`src/rtl/pool_serializer.sv`:
```
// pool_serializer: captures a flattened pooled feature vector on start and
// streams it out one DW-bit feature per handshake, channel-major order.
//
// Output handshake: out_vld/out_data/out_idx/out_last come from registered
// state only. A feature transfers on a rising edge where out_vld=1 and
// out_rdy=1. While out_vld=1 and out_rdy=0 the payload holds stable, and
// out_vld never drops before its transfer. out_rdy is ignored while out_vld=0.
module pool_serializer #(
    parameter int DW   = 8,
    parameter int NCH  = 3,
    parameter int NPOS = 9
) (
    input  logic                     clk,
    input  logic                     rst,
    input  logic                     start,
    input  logic [NCH*NPOS*DW-1:0]   pool_lin,
    output logic                     out_vld,
    input  logic                     out_rdy,
    output logic [DW-1:0]            out_data,
    output logic [4:0]               out_idx,
    output logic                     out_last,
    output logic                     busy,
    output logic                     done,
    output logic                     ovf,
    output logic [1:0]               state_dbg
);

    localparam int NTOT = NCH * NPOS;
    localparam logic [4:0] LAST_K = 5'(NTOT - 1);

    typedef enum logic [1:0] {
        S_IDLE   = 2'd0,
        S_STREAM = 2'd1,
        S_DONE   = 2'd2
    } state_t;

    state_t                 state, state_nxt;
    logic [4:0]             k, k_nxt;
    logic [NTOT*DW-1:0]     shadow;
    logic                   latch;
    logic                   ovf_q, ovf_nxt;

    // State register; reset wins over any start or handshake.
    always_ff @(posedge clk) begin
        if (rst) begin
            state <= S_IDLE;
        end else begin
            state <= state_nxt;
        end
    end

    // Datapath registers: feature index, shadow copy of the vector, sticky overflow.
    always_ff @(posedge clk) begin
        if (rst) begin
            k      <= '0;
            shadow <= '0;
            ovf_q  <= 1'b0;
        end else begin
            k     <= k_nxt;
            ovf_q <= ovf_nxt;
            if (latch) begin
                shadow <= pool_lin;
            end
        end
    end

    // Next-state logic: accept start in IDLE or DONE, advance k on each handshake.
    always_comb begin
        state_nxt = state;
        k_nxt     = k;
        latch     = 1'b0;
        ovf_nxt   = ovf_q;
        case (state)
            S_IDLE: begin
                if (start) begin
                    state_nxt = S_STREAM;
                    k_nxt     = '0;
                    latch     = 1'b1;
                end
            end
            S_STREAM: begin
                // A start here is dropped; only the sticky flag records it.
                if (start) begin
                    ovf_nxt = 1'b1;
                end
                if (out_rdy) begin
                    if (k == LAST_K) begin
                        state_nxt = S_DONE;
                        k_nxt     = '0;
                    end else begin
                        k_nxt = k + 5'd1;
                    end
                end
            end
            S_DONE: begin
                // Back-to-back vectors: start here re-latches with a one-cycle gap.
                if (start) begin
                    state_nxt = S_STREAM;
                    k_nxt     = '0;
                    latch     = 1'b1;
                end else begin
                    state_nxt = S_IDLE;
                end
            end
            default: begin
                state_nxt = S_IDLE;
                k_nxt     = '0;
            end
        endcase
    end

    // Output decode from registered state only.
    always_comb begin
        out_vld   = (state == S_STREAM);
        busy      = (state == S_STREAM);
        done      = (state == S_DONE);
        out_idx   = k;
        out_last  = (state == S_STREAM) && (k == LAST_K);
        out_data  = '0;
        if (state == S_STREAM) begin
            out_data = shadow[DW*int'(k) +: DW];
        end
        ovf       = ovf_q;
        state_dbg = state;
    end

endmodule
```
`config.mk`:
```
export PLATFORM = sky130hd
export DESIGN_NAME = pool_serializer
export DESIGN_NICKNAME = d
export VERILOG_FILES = /design/src/rtl/pool_serializer.sv
export SDC_FILE = /design/constraint.sdc
export NUM_CORES = 1
export LEC_CHECK = 0
export ABC_AREA = 1
export ABC_CLOCK_PERIOD_IN_PS = 4410
export BUFFER_PORTS_ARGS = -buffer_cell sky130_fd_sc_hd__clkbuf_2
export CAP_MARGIN = 20
export CORE_MARGIN = 3
export CORE_UTILIZATION = 60
export CTS_BUF_LIST = sky130_fd_sc_hd__clkbuf_4
export DETAILED_ROUTE_END_ITERATION = 10
export GPL_ROUTABILITY_DRIVEN = 0
export GPL_TIMING_DRIVEN = 0
export PLACE_DENSITY = 0.89
export REMOVE_ABC_BUFFERS = 1
export SLEW_MARGIN = 15
export SYNTH_ARGS = -nofsm -noshare
export SYNTH_HDL_FRONTEND = slang
export SYNTH_SLANG_ARGS = --single-unit
export TNS_END_PERCENT = 30
```
`constraint.sdc`:
```
create_clock -name clk -period 4.41 [get_ports clk]
set_input_delay 0.882 -clock clk [delete_from_list [all_inputs] [get_ports clk]]
set_output_delay 0.882 -clock clk [all_outputs]
set_load 0.03 [all_outputs]
```
* After elaboration in Yosys (flattened, before gate mapping)
Cells that the tools add are included.
** Cells by class
- $lt $le $gt $ge :: 0
- Muxes and demuxes :: 12
- Divide/modulo/power cells :: 0
- $mul :: 0
- Bitwise logic cells :: 0
- Reduce and logical (&&, ||, !) cells :: 6
- Equality and inequality tests :: 7
- Add/sub/neg operators :: 1
- Shift operators :: 1
** Operator list (number)
- indexed part select 216 x 9 -> 8 bit :: 1
- 2-to-1 mux 5 bit :: 3
- one-hot mux 5 bit (2 select lines) :: 1
- 2-to-1 mux 8 bit :: 1
- 2-to-1 mux 2 bit :: 3
- one-hot mux 2 bit (3 select lines) :: 1
- adder 5 x 1 -> 5 bit (second input constant) :: 1
- equality test 5 bit (second input constant) :: 1
- inequality test 2 x 1 -> 1 bit (second input constant) :: 2
- inequality test 2 bit (second input constant) :: 2
- AND reduction 2 bit :: 2
- 2-to-1 mux 1 bit :: 3
- AND reduction 3 bit :: 1
- equality test 2 x 1 -> 1 bit (second input constant) :: 1
- equality test 2 bit (second input constant) :: 1
- zero test 2 bit :: 1
- OR reduction 2 bit :: 1
- logical AND 1 bit :: 1
** Word-level totals
- Logic and storage cells :: 31
- Bits in registers :: 224
- Memories kept :: 0
- Output and inout port bits :: 20
- Bits in read-only memories :: 0
- Bits of input ports :: 220
- Bits in latches :: 0
- RAM bits :: 0

* Depth between registers and ports, before layout
Gate-level depths: netlist (run 1).
- Depth in word-level cells :: 4
- Depth in mapped cells :: 11
- Gate-level depth less buffers :: 10

* Worst setup path after synthesis (run 1)
OpenSTA, ideal clock, no wires.
- Kind :: reg-to-output
- Start :: register k[0] (netlist: out_idx[0])
- End :: output out_data[5]
- Cell stages (with the launch flop) :: 12
- Buffers on the path :: 3
- Data required time :: 3.528 ns
- Arrival :: 1.720 ns
- Setup slack :: 1.808 ns
- Cells stage by stage :: dfxtp_1 buf_6 buf_6 buf_6 nand2_1 nand2_1 nand2_1 nand3_1 nand3_1 nand2_1 nand2_1 nor2_1
** Between the ends
- Cells in the longest elaborated chain, start to end :: 2
** Ends and longest elaborated chain
- start, declared :: line 38 : logic [4:0] k, k_nxt;
- start signal, assigned :: line 59 : k <= k_nxt;
- indexed part select 216 x 9 -> 8 bit :: line 121 : out_data = shadow[DW*int'(k) +: DW];
- 2-to-1 mux 8 bit :: line 120 : if (state == S_STREAM) begin
- end, declared :: line 19 : output logic [DW-1:0] out_data,
Every way passes these cells.

* Worst setup path after layout (run 1)
Ends and elaborated chain as after synthesis.

==> results of run 1 <==
## critical path, delay by kind of cell (launching register included)
kind                   cells  cell delay, ps
flip-flops                 1             520
buffers and inverters      3            1140
AND/OR/NAND/NOR            7             850
## through the flow
step / hold WS, ps / cells / setup WS (ps) / power (mW) / cell area (um2)
6_report: 421.1 / 1985 / 265.8 / 4.812 / 12010
4_1_cts: 395.5 / 1981 / 100.6 / 4.817 / 11970
3_5_place_dp: 443.4 / 1890 / 828.1 / 3.161 / 11300
5_1_grt: 416.5 / 1985 / 111.0 / 5.068 / 12010
3_3_place_gp: 438.7 / 1883 / -2775 / 3.138 / 11100
2_1_floorplan: 431.3 / 1424 / -377.7 / 2.854 / 9630
## registers in the layout, indices dropped and copies added (netlist names)
signal	cells
out_idx	5
ovf	1
state_dbg	2
shadow	216
## power by group through the flow
| stage | Clock (mW) | Combinational [mW] | Sequential [mW] |
|---|---|---|---|
| finish | 1.67 | 0.844 | 2.29 |
| global route | 1.80 | 0.953 | 2.31 |
| CTS | 1.69 | 0.835 | 2.29 |
| detailed placement | 0 | 0.826 | 2.33 |
| global placement | 0 | 0.790 | 2.35 |
| floorplan | 0 | 0.528 | 2.33 |
## metal layers
layer / up-vias / routed length [um] / track usage (%)
met5: - / 0 / 0
met4: 0 / 1248 / 15.40
met3: 105 / 2546 / 5.551
met2: 544 / 13360 / 48.11
met1: 4735 / 11640 / 36.79
li1: 5285 / - / -
## cells by family (layout without fill, tap and decap cells)
family | after synthesis | in the layout | share of synthesized area (%)
AO/OA/AOI/OAI | 343 | 343 | 16.98
flip-flops | 224 | 224 | 43.84
other | 0 | 2 | 0
adder cells (fa/ha/maj) | 2 | 2 | 0.2446
XOR/XNOR | 1 | 1 | 0.08563
AND/OR/NAND/NOR | 728 | 728 | 28.33
buffers and inverters | 237 | 465 | 10.53
## repair_timing
item,4_1_cts,5_1_grt
hold buffers,0,0
gates resized for setup,0,1
endpoints found under the setup margin,0,7
## area by class of cell
cell class              count  area, um2
clock buffers              79      593.1
fillers                  1373       4629
repair buffers            248       1416
diodes                      2      5.005
inverters                 126      493.0
clock inverters            12      72.57
multi-input cells        1074       4668
flip-flops and latches    224       4489
well taps                 220      275.3
## final timing paths
| kind | from | end | slack, ps | cells past startpoint |
|---|---|---|---|---|
| worst max-delay path | out_idx[0]$_SDFFE_PP0P_ | out_data[5] | 270 | 10 |
| worst max register to register | state_dbg[0]$_SDFFE_PP0P_ | shadow[141]$_SDFFE_PP0P_ | 1790 | 7 |
| worst min-delay path | pool_lin[24] | shadow[24]$_SDFFE_PP0P_ | 420 | 3 |
| worst min register to register | shadow[78]$_SDFFE_PP0P_ | shadow[78]$_SDFFE_PP0P_ | 450 | 2 |
## placed cells by master (no fill, tap or decap), types with 4 or more instances in the layout
cell type	n
o21ai_0	204
clkbuf_2	239
clkbuf_4	79
inv_2	8
inv_1	114
clkinv_1	10
o21ai_1	20
a21oi_1	111
nand2_1	321
o211ai_1	4
nor2_1	296
nand3_1	103
dfxtp_1	222
buf_16	6
==> results by group, run 1 <==
Status
  – Status: finished clean

Timing
  – FMAX: 241.3 MHz
  – Fin Setup TNS: 0 ps
  – Tmin final: just over 4000 ps
  – Slew headroom: 42.90%
  – Period utilization: a little over nine tenths
  – Hold Fails Final Rpt: 0
  – Final Max Tran Viols: 0
  – Final Skew: 45.66 ps
  – RSZ-0062 raised after global routing: false
  – Final setup viols: 0
  – Worst Tran Pin Value: around 860 ps

Global route
  – First-pass GRT wire length: 44.72 mm
  – Largest net degree at the start of global routing: 170
  – Tot GR Track Use: 29.37%
  – Initial antenna violation count: 2
  – Vias in the first global route: 9696
  – Grt ovf: 0

Yosys
  – Synth Area per Inst: around 6.7 um2
  – Synth Warn #: 0
  – Synth top area cells: dfxtp_1 (44%), nand2_1 (12%), nor2_1 (11%)
  – Synth unique cells: 29
  – Most frequent cell after synthesis: nand2_1
  – Mapped Cells: approximately 1500
  – Most frequent cells after synthesis: nand2_1 (321), nor2_1 (296), dfxtp_1 (224)
  – Fraction of registers with async set/reset: 0%
  – Register area share after synthesis: 43.84%
  – Post-synth top area cell: dfxtp_1
  – Synth Register Bits: between 200 and 250
  – Post-Syn Area: 10230 um2
  – Area share of the largest cell type after synthesis: roughly 44%
  – Dominant synthesized flop cell: dfxtp_1
  – Post-synth EDFFs: 0

Clock network
  – Setup Buffers After CTS: 0
  – # H-tree levels: 2
  – CTS sink cnt: 224
  – Clock slew at reported path FFs: 70 ps
  – Clock latency on the worst-skew pair: 680 ps
  – Root Driver: clkbuf_4
  – CTS tree: built
  – Num CTS Buffers: 56
  – Max Root-Sink Buffers: 3

Power
  – Sequential share of power: between 40% and 50%
  – Worst vdd ir: roughly 260 uV
  – Cell Int Power: 3.381 mW
  – Leak: 5.890 nW
  – Clock power share: approximately a third
  – Combinational share of power: 17.5%
  – Sw power: between 1 and 1.5 mW
  – Cell Pwr Density: 400.6 nW/um2
  – Sw Ratio: between 20 and 30%

Setup path
  – Most used cell, CP: nor2_1
  – Critical path, cell by cell: inv_6 > nand2_4 > inv_4 > nand2_1 > nand3_1 > nand2_1 > nor2_1 > nor2_1 > nor2_1 > clkbuf_2
  – Worst Path Max Fanout: 81
  – Startpoint type of the worst setup path: flop
  – Max incr delay on CP: approximately 610 ps
  – Crit Path Class: reg2out
  – CP arrival: 3260 ps
  – Worst path slowest cell: inv_6
  – CP Capture Type: output pin
  – WP data required: 3530 ps

Floorplan
  – Die X: about 140 um
  – Core area: 16640 um2
  – # IOs: 240
  – Die Area: 18650 um2
  – Die Height: 136.6 um
  – Rows: 47
  – Initial core utilization: 61.47%

Routing
  – Final wirelength: 28.80 mm
  – DR vias: 10669
  – Vias per cell: roughly 5.4
  – Drt drc: 0
  – WL per Instance: 14.51 um
  – DRT iter0 DRCs: 798
  – Routed Antenna Nets: 0
  – First-pass DRT Iterations: 6

Place
  – Detailed Place HPWL: 17.51 mm
  – # port buffers: approximately 240

Final layout
  – Core Util, Final: 72.18%
  – Total Nets Final: 1952
  – Layout cells sized above 1: 19.80%
  – Area growth, synth to finish: 17.43%

Job
  – Max Cap Viol: 0

Worst hold path
  – Hold Crit Class: in2reg
Power figures use the tool's default switching activity.
==> run 2: changes to the inputs <==
- ABC_CLOCK_PERIOD_IN_PS: 4410 -> 4900
- clock period: 4.41 -> 4.9 ns (I/O delays scaled with it)
==> results by group, run 2 (synthesis results as in run 1) <==
Clock network
  – CTS Hold Bufs: 0 (unchanged)
  – CTS tree: built (unchanged)
  – PostCTS Resize Cnt: 0 (unchanged)
  – # H-tree levels: 2 (unchanged)
  – Num CTS Buffers: 56 (unchanged)
  – Max Root-Sink Buffers: 3 (unchanged)
  – Setup Buffers After CTS: 0 (unchanged)
  – Clock latency on the worst-skew pair: 680 ps (about the same)
  – CTS sink cnt: 224 (unchanged)
  – Clock slew at reported path FFs: 60 ps (was 70 ps)
  – Root Driver: clkbuf_4 (unchanged)

Global route
  – Initial antenna violation count: 2 (unchanged)
  – Vias in the first global route: 9696 (unchanged)
  – Grt ovf: 0 (unchanged)
  – Largest net degree at the start of global routing: 170 (unchanged)
  – First-pass GRT wire length: 44.72 mm (unchanged)
  – Tot GR Track Use: 29.37% (unchanged)

Floorplan
  – Die Area: 18650 um2 (unchanged)
  – Initial core utilization: 61.47% (unchanged)
  – Die X: 136.6 um (unchanged)
  – Rows: 47 (unchanged)
  – Core area: 16640 um2 (unchanged)
  – # IOs: 240 (unchanged)
  – Die Height: 136.6 um (unchanged)

Final layout
  – Area growth, synth to finish: 17.40% (was 17.43%)
  – Register area: 4489 um2 (unchanged)
  – Final instance area: 12010 um2 (about the same)
  – Most flop-heavy register: shadow (unchanged)
  – Total Nets Final: 1952 (unchanged)
  – Area of the multi-input gates: 4668 um2 (unchanged)
  – Non-filler instance count after layout: 1985 (unchanged)
  – Number of flip-flops in the largest register: 216 (unchanged)
  – Most frequent cells in the layout: nand2_1 (321), nor2_1 (296), clkbuf_2 (239), dfxtp_1 (222), o21ai_0 (204) (unchanged)
  – Most common cell after layout, fill and taps aside: nand2_1 (unchanged)
  – FILL cells: 1374 (was 1373)
  – Layout cells sized above 1: 19.80% (unchanged)

Timing
  – Final WS setup: 466.5 ps (was 265.8 ps)
  – Tmin final: 4433 ps
  – Final Max Tran Viols: 0 (unchanged)
  – Final Skew: 45.44 ps (was 45.66 ps)
  – Hold Fails Final Rpt: 0 (unchanged)
  – RSZ-0062 raised after global routing: false (unchanged)
  – Final setup viols: 0 (unchanged)
  – Period utilization: approximately nine tenths
  – Worst Tran Pin Value: 957.9 ps (was 856.5 ps)
  – FMAX: 225.6 MHz
  – WHS: 452.6 ps (was 421.1 ps)
  – Slew headroom: 36.14% (was 42.90%)

Setup path
  – Worst path depth: 10 (unchanged)
  – Critical Path Source: out_idx[0]$_SDFFE_PP0P_ (unchanged)
  – RR Startpoint: state_dbg[0]$_SDFFE_PP0P_ (unchanged)
  – Startpoint type of the worst setup path: flop (unchanged)
  – Worst path slowest cell: inv_4 (was inv_6)
  – CP bufs+invs: 3 (unchanged)
  – Max incr delay on CP: 790 ps (was 610 ps)
  – CP Capture Type: output pin (unchanged)
  – Critical path, cell by cell: inv_4 > nand2_4 > inv_4 > nand2_1 > nand3_1 > nand2_1 > nor2_1 > nor2_1 > nor2_1 > clkbuf_2 (was inv_6 > nand2_4 > inv_4 > nand2_1 > nand3_1 > nand2_1 > nor2_1 > nor2_1 > nor2_1 > clkbuf_2)
  – Most used cell, CP: nor2_1 (unchanged)
  – Worst Path Max Fanout: 81 (unchanged)
  – R2R cell count: 7 (unchanged)
  – Critical path's top delay family: buffers and inverters (unchanged)
  – Setup crit end: out_data[5] (unchanged)
  – CP arrival: 3450 ps (was 3260 ps)
  – R2r endpoint: shadow[141]$_SDFFE_PP0P_ (unchanged)
  – WP data required: 3920 ps (was 3530 ps)
  – Crit Path Class: reg2out (unchanged)
  – Internal reg-to-reg setup slack: 2280 ps (was 1790 ps)

Place
  – # port buffers: 239 (unchanged)
  – Detailed Place HPWL: 17.51 mm (unchanged)
  – DP Area: 11300 um2 (unchanged)
  – Placed cells: 1890 (unchanged)
  – Post-Place Setup Slack: 1220 ps (was 828.1 ps)

Routing
  – DR vias: 10682 (was 10669)
  – DRT iter0 DRCs: 798 (unchanged)
  – First-pass DRT Iterations: 5 (was 6)
  – Drt drc: 0 (unchanged)
  – WL per Instance: 14.51 um (about the same)
  – Routed Antenna Nets: 0 (unchanged)
  – Vias per cell: 5.381 (was 5.375)
  – Final wirelength: 28.81 mm (was 28.80 mm)

Power
  – Worst vdd ir: 237.4 uV (was 264.2 uV)
  – Sw power: 1.287 mW (was 1.432 mW)
  – Total power: 4.330 mW (was 4.812 mW)
  – Sw Ratio: 29.72% (was 29.75%)
  – Sequential share of power: 47.7% (about the same)
  – Combinational share of power: 17.6% (was 17.5%)
  – Leak: 5.889 nW (was 5.890 nW)
  – Clock power share: 34.8% (about the same)
  – Cell Int Power: 3.043 mW (was 3.381 mW)
  – Cell Pwr Density: 360.5 nW/um2 (was 400.6 nW/um2)

Job
  – Max Cap Viol: 0 (unchanged)

Status
  – Status: finished clean (unchanged)

Worst hold path
  – Hold Crit Class: reg2reg (was in2reg)
-- run 2: cell types whose count changed in the layout (fill, tap and decap cells not counted) --
cell | previous run | this run
inv_4 | 1 | 2
inv_6 | 2 | 1
-- run 2: metrics by stage --
stage	utilization, %	setup TNS, ps
4_1_cts	71.93	0
5_1_grt	72.17	0
6_report	72.17	0
3_5_place_dp	67.93	0
3_3_place_gp	66.71	-462610
2_1_floorplan	-	0
-- run 2: worst register-to-register path, stage by stage, from the launching register on --
cell and delay [ps]:
dfxtp_1 430, nor2_4 150, buf_16 200, buf_12 170
inv_8 510, buf_16 480, o21ai_0 360, a21oi_1 190
-- run 2: power groups by stage --
stage          logic [mW]  clock network [mW]  registers, mW
2_1_floorplan       0.476                   0           2.09
3_3_place_gp        0.711                   0           2.11
3_5_place_dp        0.744                   0           2.10
4_1_cts             0.751                1.52           2.06
5_1_grt             0.859                1.62           2.08
6_report            0.760                1.51           2.06
-- run 2: worst min-delay path by stage --
stage / start / to / slack (ps) / cells after the start
detailed placement: shadow[203]$_SDFFE_PP0P_ / shadow[203]$_SDFFE_PP0P_ / 440 / 2
finish: shadow[78]$_SDFFE_PP0P_ / shadow[78]$_SDFFE_PP0P_ / 450 / 2
global placement: shadow[206]$_SDFFE_PP0P_ / shadow[206]$_SDFFE_PP0P_ / 440 / 2
floorplan: shadow[104]$_SDFFE_PP0P_ / shadow[104]$_SDFFE_PP0P_ / 430 / 2
global route: shadow[64]$_SDFFE_PP0P_ / shadow[64]$_SDFFE_PP0P_ / 460 / 2
CTS: shadow[203]$_SDFFE_PP0P_ / shadow[203]$_SDFFE_PP0P_ / 450 / 2
-- run 2: metal layers --
metal / up-vias / global-route usage, % / wire length (um)
met4: 0 / 15.40 / 1302
li1: 5284 / - / -
met5: - / 0 / 0
met3: 108 / 5.551 / 2407
met2: 519 / 48.11 / 13270
met1: 4771 / 36.79 / 11840
-- run 2: layout make-up --
cell class              count  share of cell area (%)
well taps                 220                   2.292
clock buffers              79                   4.938
inverters                 126                   4.084
flip-flops and latches    224                   37.38
diodes                      2                 0.04167
multi-input cells        1074                   38.87
repair buffers            248                   11.79
clock inverters            12                  0.6042
==> run 3: changes to the inputs <==
- ABC_CLOCK_PERIOD_IN_PS: 4900 -> 4610
- CORE_UTILIZATION: 60 -> 54
- CTS_BUF_LIST: sky130_fd_sc_hd__clkbuf_4 -> sky130_fd_sc_hd__clkbuf_8 sky130_fd_sc_hd__clkbuf_16
- PLACE_DENSITY: 0.89 -> 0.87
- clock period: 4.9 -> 4.61 ns (I/O delays scaled with it)
==> results by group, run 3 (synthesis results as in run 1) <==
Floorplan
  – Die Area: 20630 um2 (was 18650 um2)
  – Die X: 143.6 um (was 136.6 um)
  – Die Height: 143.6 um (was 136.6 um)
  – Core area: 18270 um2 (was 16640 um2)
  – Rows: 49 (was 47)
  – # IOs: 240 (unchanged)
  – Initial core utilization: 55.99% (was 61.47%)

Final layout
  – Most frequent cells in the layout: nand2_1 (321), nor2_1 (296), clkbuf_2 (239), dfxtp_1 (221), o21ai_0 (204) (was nand2_1 (321), nor2_1 (296), clkbuf_2 (239), dfxtp_1 (222), o21ai_0 (204))
  – Diode count: 0 (was 2)
  – FILL cells: 1575 (was 1374)
  – Register area: 4491 um2 (was 4489 um2)
  – Layout cells sized above 1: 18.07% (was 19.80%)
  – Most common cell after layout, fill and taps aside: nand2_1 (unchanged)
  – Non-filler instance count after layout: 1945 (was 1985)
  – Final instance area: 12190 um2 (was 12010 um2)
  – Total Nets Final: 1920 (was 1952)
  – Most flop-heavy register: shadow (unchanged)
  – Number of flip-flops in the largest register: 216 (unchanged)
  – Area growth, synth to finish: 19.20% (was 17.40%)
  – Area of the multi-input gates: 4668 um2 (unchanged)

Timing
  – Slew headroom: 34.19% (was 36.14%)
  – Final Skew: 7.981 ps (was 45.44 ps)
  – RSZ-0062 raised after global routing: false (unchanged)
  – Final setup viols: 0 (unchanged)
  – Final Max Tran Viols: 0 (unchanged)
  – Hold Fails Final Rpt: 0 (unchanged)
  – WHS: 451.8 ps (was 452.6 ps)
  – Period utilization: 93.68%
  – Fin Setup TNS: 0 ps (unchanged)
  – Worst Tran Pin Value: 987.2 ps (was 957.9 ps)
  – Tmin final: 4319 ps
  – FMAX: 231.6 MHz

Clock network
  – PostCTS Resize Cnt: 0 (unchanged)
  – Max Root-Sink Buffers: 3 (unchanged)
  – CTS sink cnt: 224 (unchanged)
  – CTS Hold Bufs: 0 (unchanged)
  – # H-tree levels: 1 (was 2)
  – Setup Buffers After CTS: 0 (unchanged)
  – Num CTS Buffers: 24 (was 56)
  – Clock latency on the worst-skew pair: 510 ps (was 680 ps)
  – Root Driver: clkbuf_16 (was clkbuf_4)
  – CTS tree: built (unchanged)
  – Clock slew at reported path FFs: 60 ps (about the same)

Routing
  – Drt drc: 0 (unchanged)
  – Vias per cell: 5.347 (was 5.381)
  – First-pass DRT Iterations: 5 (unchanged)
  – DRT iter0 DRCs: 853 (was 798)
  – Routed Antenna Nets: 0 (unchanged)
  – WL per Instance: 14.74 um (was 14.51 um)
  – DR vias: 10400 (was 10682)
  – Final wirelength: 28.67 mm (was 28.81 mm)

Global route
  – Grt ovf: 0 (unchanged)
  – Vias in the first global route: 9299 (was 9696)
  – Tot GR Track Use: 26.14% (was 29.37%)
  – Largest net degree at the start of global routing: 176 (was 170)
  – First-pass GRT wire length: 44.48 mm (was 44.72 mm)
  – Initial antenna violation count: 0 (was 2)

Worst hold path
  – Hold_sp: shadow[76]$_SDFFE_PP0P_ (was shadow[78]$_SDFFE_PP0P_)
  – WHS Endpoint: shadow[76]$_SDFFE_PP0P_ (was shadow[78]$_SDFFE_PP0P_)
  – Hold-critical path depth: 2 (unchanged)
  – Hold Crit Class: reg2reg (unchanged)

Setup path
  – R2R cell count: 6 (was 7)
  – Critical path, cell by cell: inv_4 > nand2_4 > inv_4 > nand2_1 > nand3_1 > nor2_1 > nor2_1 > nor2_1 > nor2_1 > clkbuf_2 (was inv_4 > nand2_4 > inv_4 > nand2_1 > nand3_1 > nand2_1 > nor2_1 > nor2_1 > nor2_1 > clkbuf_2)
  – Crit Path Class: reg2out (unchanged)
  – Worst path slowest cell: inv_4 (unchanged)
  – Internal reg-to-reg setup slack: 2060 ps (was 2280 ps)
  – Worst Path Max Fanout: 81 (unchanged)
  – R2r endpoint: shadow[101]$_SDFFE_PP0P_ (was shadow[141]$_SDFFE_PP0P_)
  – Most used cell, CP: nor2_1 (unchanged)
  – Startpoint type of the worst setup path: flop (unchanged)
  – Critical path's top delay family: buffers and inverters (unchanged)
  – CP arrival: 3400 ps (was 3450 ps)
  – CP bufs+invs: 3 (unchanged)
  – WP data required: 3690 ps (was 3920 ps)
  – RR Startpoint: state_dbg[0]$_SDFFE_PP0P_ (unchanged)
  – Max incr delay on CP: 770 ps (was 790 ps)
  – CP Capture Type: output pin (unchanged)

Power
  – Cell Pwr Density: 408.1 nW/um2 (was 360.5 nW/um2)
  – Combinational share of power: 16.5% (was 17.6%)
  – Sw Ratio: 27.71% (was 29.72%)
  – Cell Int Power: 3.597 mW (was 3.043 mW)
  – Total power: 4.977 mW (was 4.330 mW)
  – Sequential share of power: 44.0% (was 47.7%)
  – Leak: 5.923 nW (was 5.889 nW)
  – Worst vdd ir: 254.4 uV (was 237.4 uV)
  – Clock power share: 39.5% (was 34.8%)
  – Sw power: 1.379 mW (was 1.287 mW)

Place
  – DP Area: 11350 um2 (was 11300 um2)
  – Detailed Place HPWL: 17.64 mm (was 17.51 mm)
  – Placed cells: 1900 (was 1890)
  – # port buffers: 239 (unchanged)

Job
  – Max Cap Viol: 0 (unchanged)

Status
  – Status: finished clean (unchanged)
## run 3: per-stage QoR
stage               worst slack [ps]  utilization (%)
floorplan                     -217.7                -
global placement               -2627            60.83
detailed placement             953.3            62.14
CTS                            419.6            66.63
global route                   209.6            66.74
finish                         291.4            66.74
## run 3: layer usage
metal / part of all wire, % / vias up / GRT usage [%]
li1: - / 5200 / -
met3: 7.2 / 59 / 3.062
met4: 2.8 / 0 / 9.217
met1: 43 / 4716 / 35.40
met2: 47 / 425 / 43.37
met5: 0 / - / 0
## run 3: power by group through the flow
stage | sequential [mW] | combinational [mW] | clock [mW]
2_1_floorplan | 2.22 | 0.505 | 0
3_3_place_gp | 2.25 | 0.757 | 0
3_5_place_dp | 2.23 | 0.801 | 0
4_1_cts | 2.19 | 0.811 | 1.99
5_1_grt | 2.21 | 0.927 | 2.07
6_report | 2.19 | 0.820 | 1.97
## run 3: tightest hold or removal path, stage by stage (launching register included)
cell	delay, ps
dfxtp_1	300
inv_1	60
a21oi_1	50
## run 3: worst max-delay path by stage
stage / start / end / slack, ps / cells after the start
floorplan: out_idx[0]$_SDFFE_PP0P_ / out_data[6] / -220 / 8
global placement: start / shadow[109]$_SDFFE_PP0P_ / -2630 / 6
detailed placement: out_idx[1]$_SDFFE_PP0P_ / out_data[2] / 950 / 10
CTS: out_idx[1]$_SDFFE_PP0P_ / out_data[2] / 420 / 10
global route: out_idx[0]$_SDFFE_PP0P_ / out_data[6] / 210 / 10
finish: out_idx[0]$_SDFFE_PP0P_ / out_data[2] / 290 / 10
## run 3: layout make-up
type | instances | area share [%]
repair buffers | 248 | 11.78
clock buffers | 31 | 5.808
well taps | 229 | 2.350
clock inverters | 13 | 0.9337
inverters | 126 | 4.022
multi-input cells | 1074 | 38.28
flip-flops and latches | 224 | 36.83
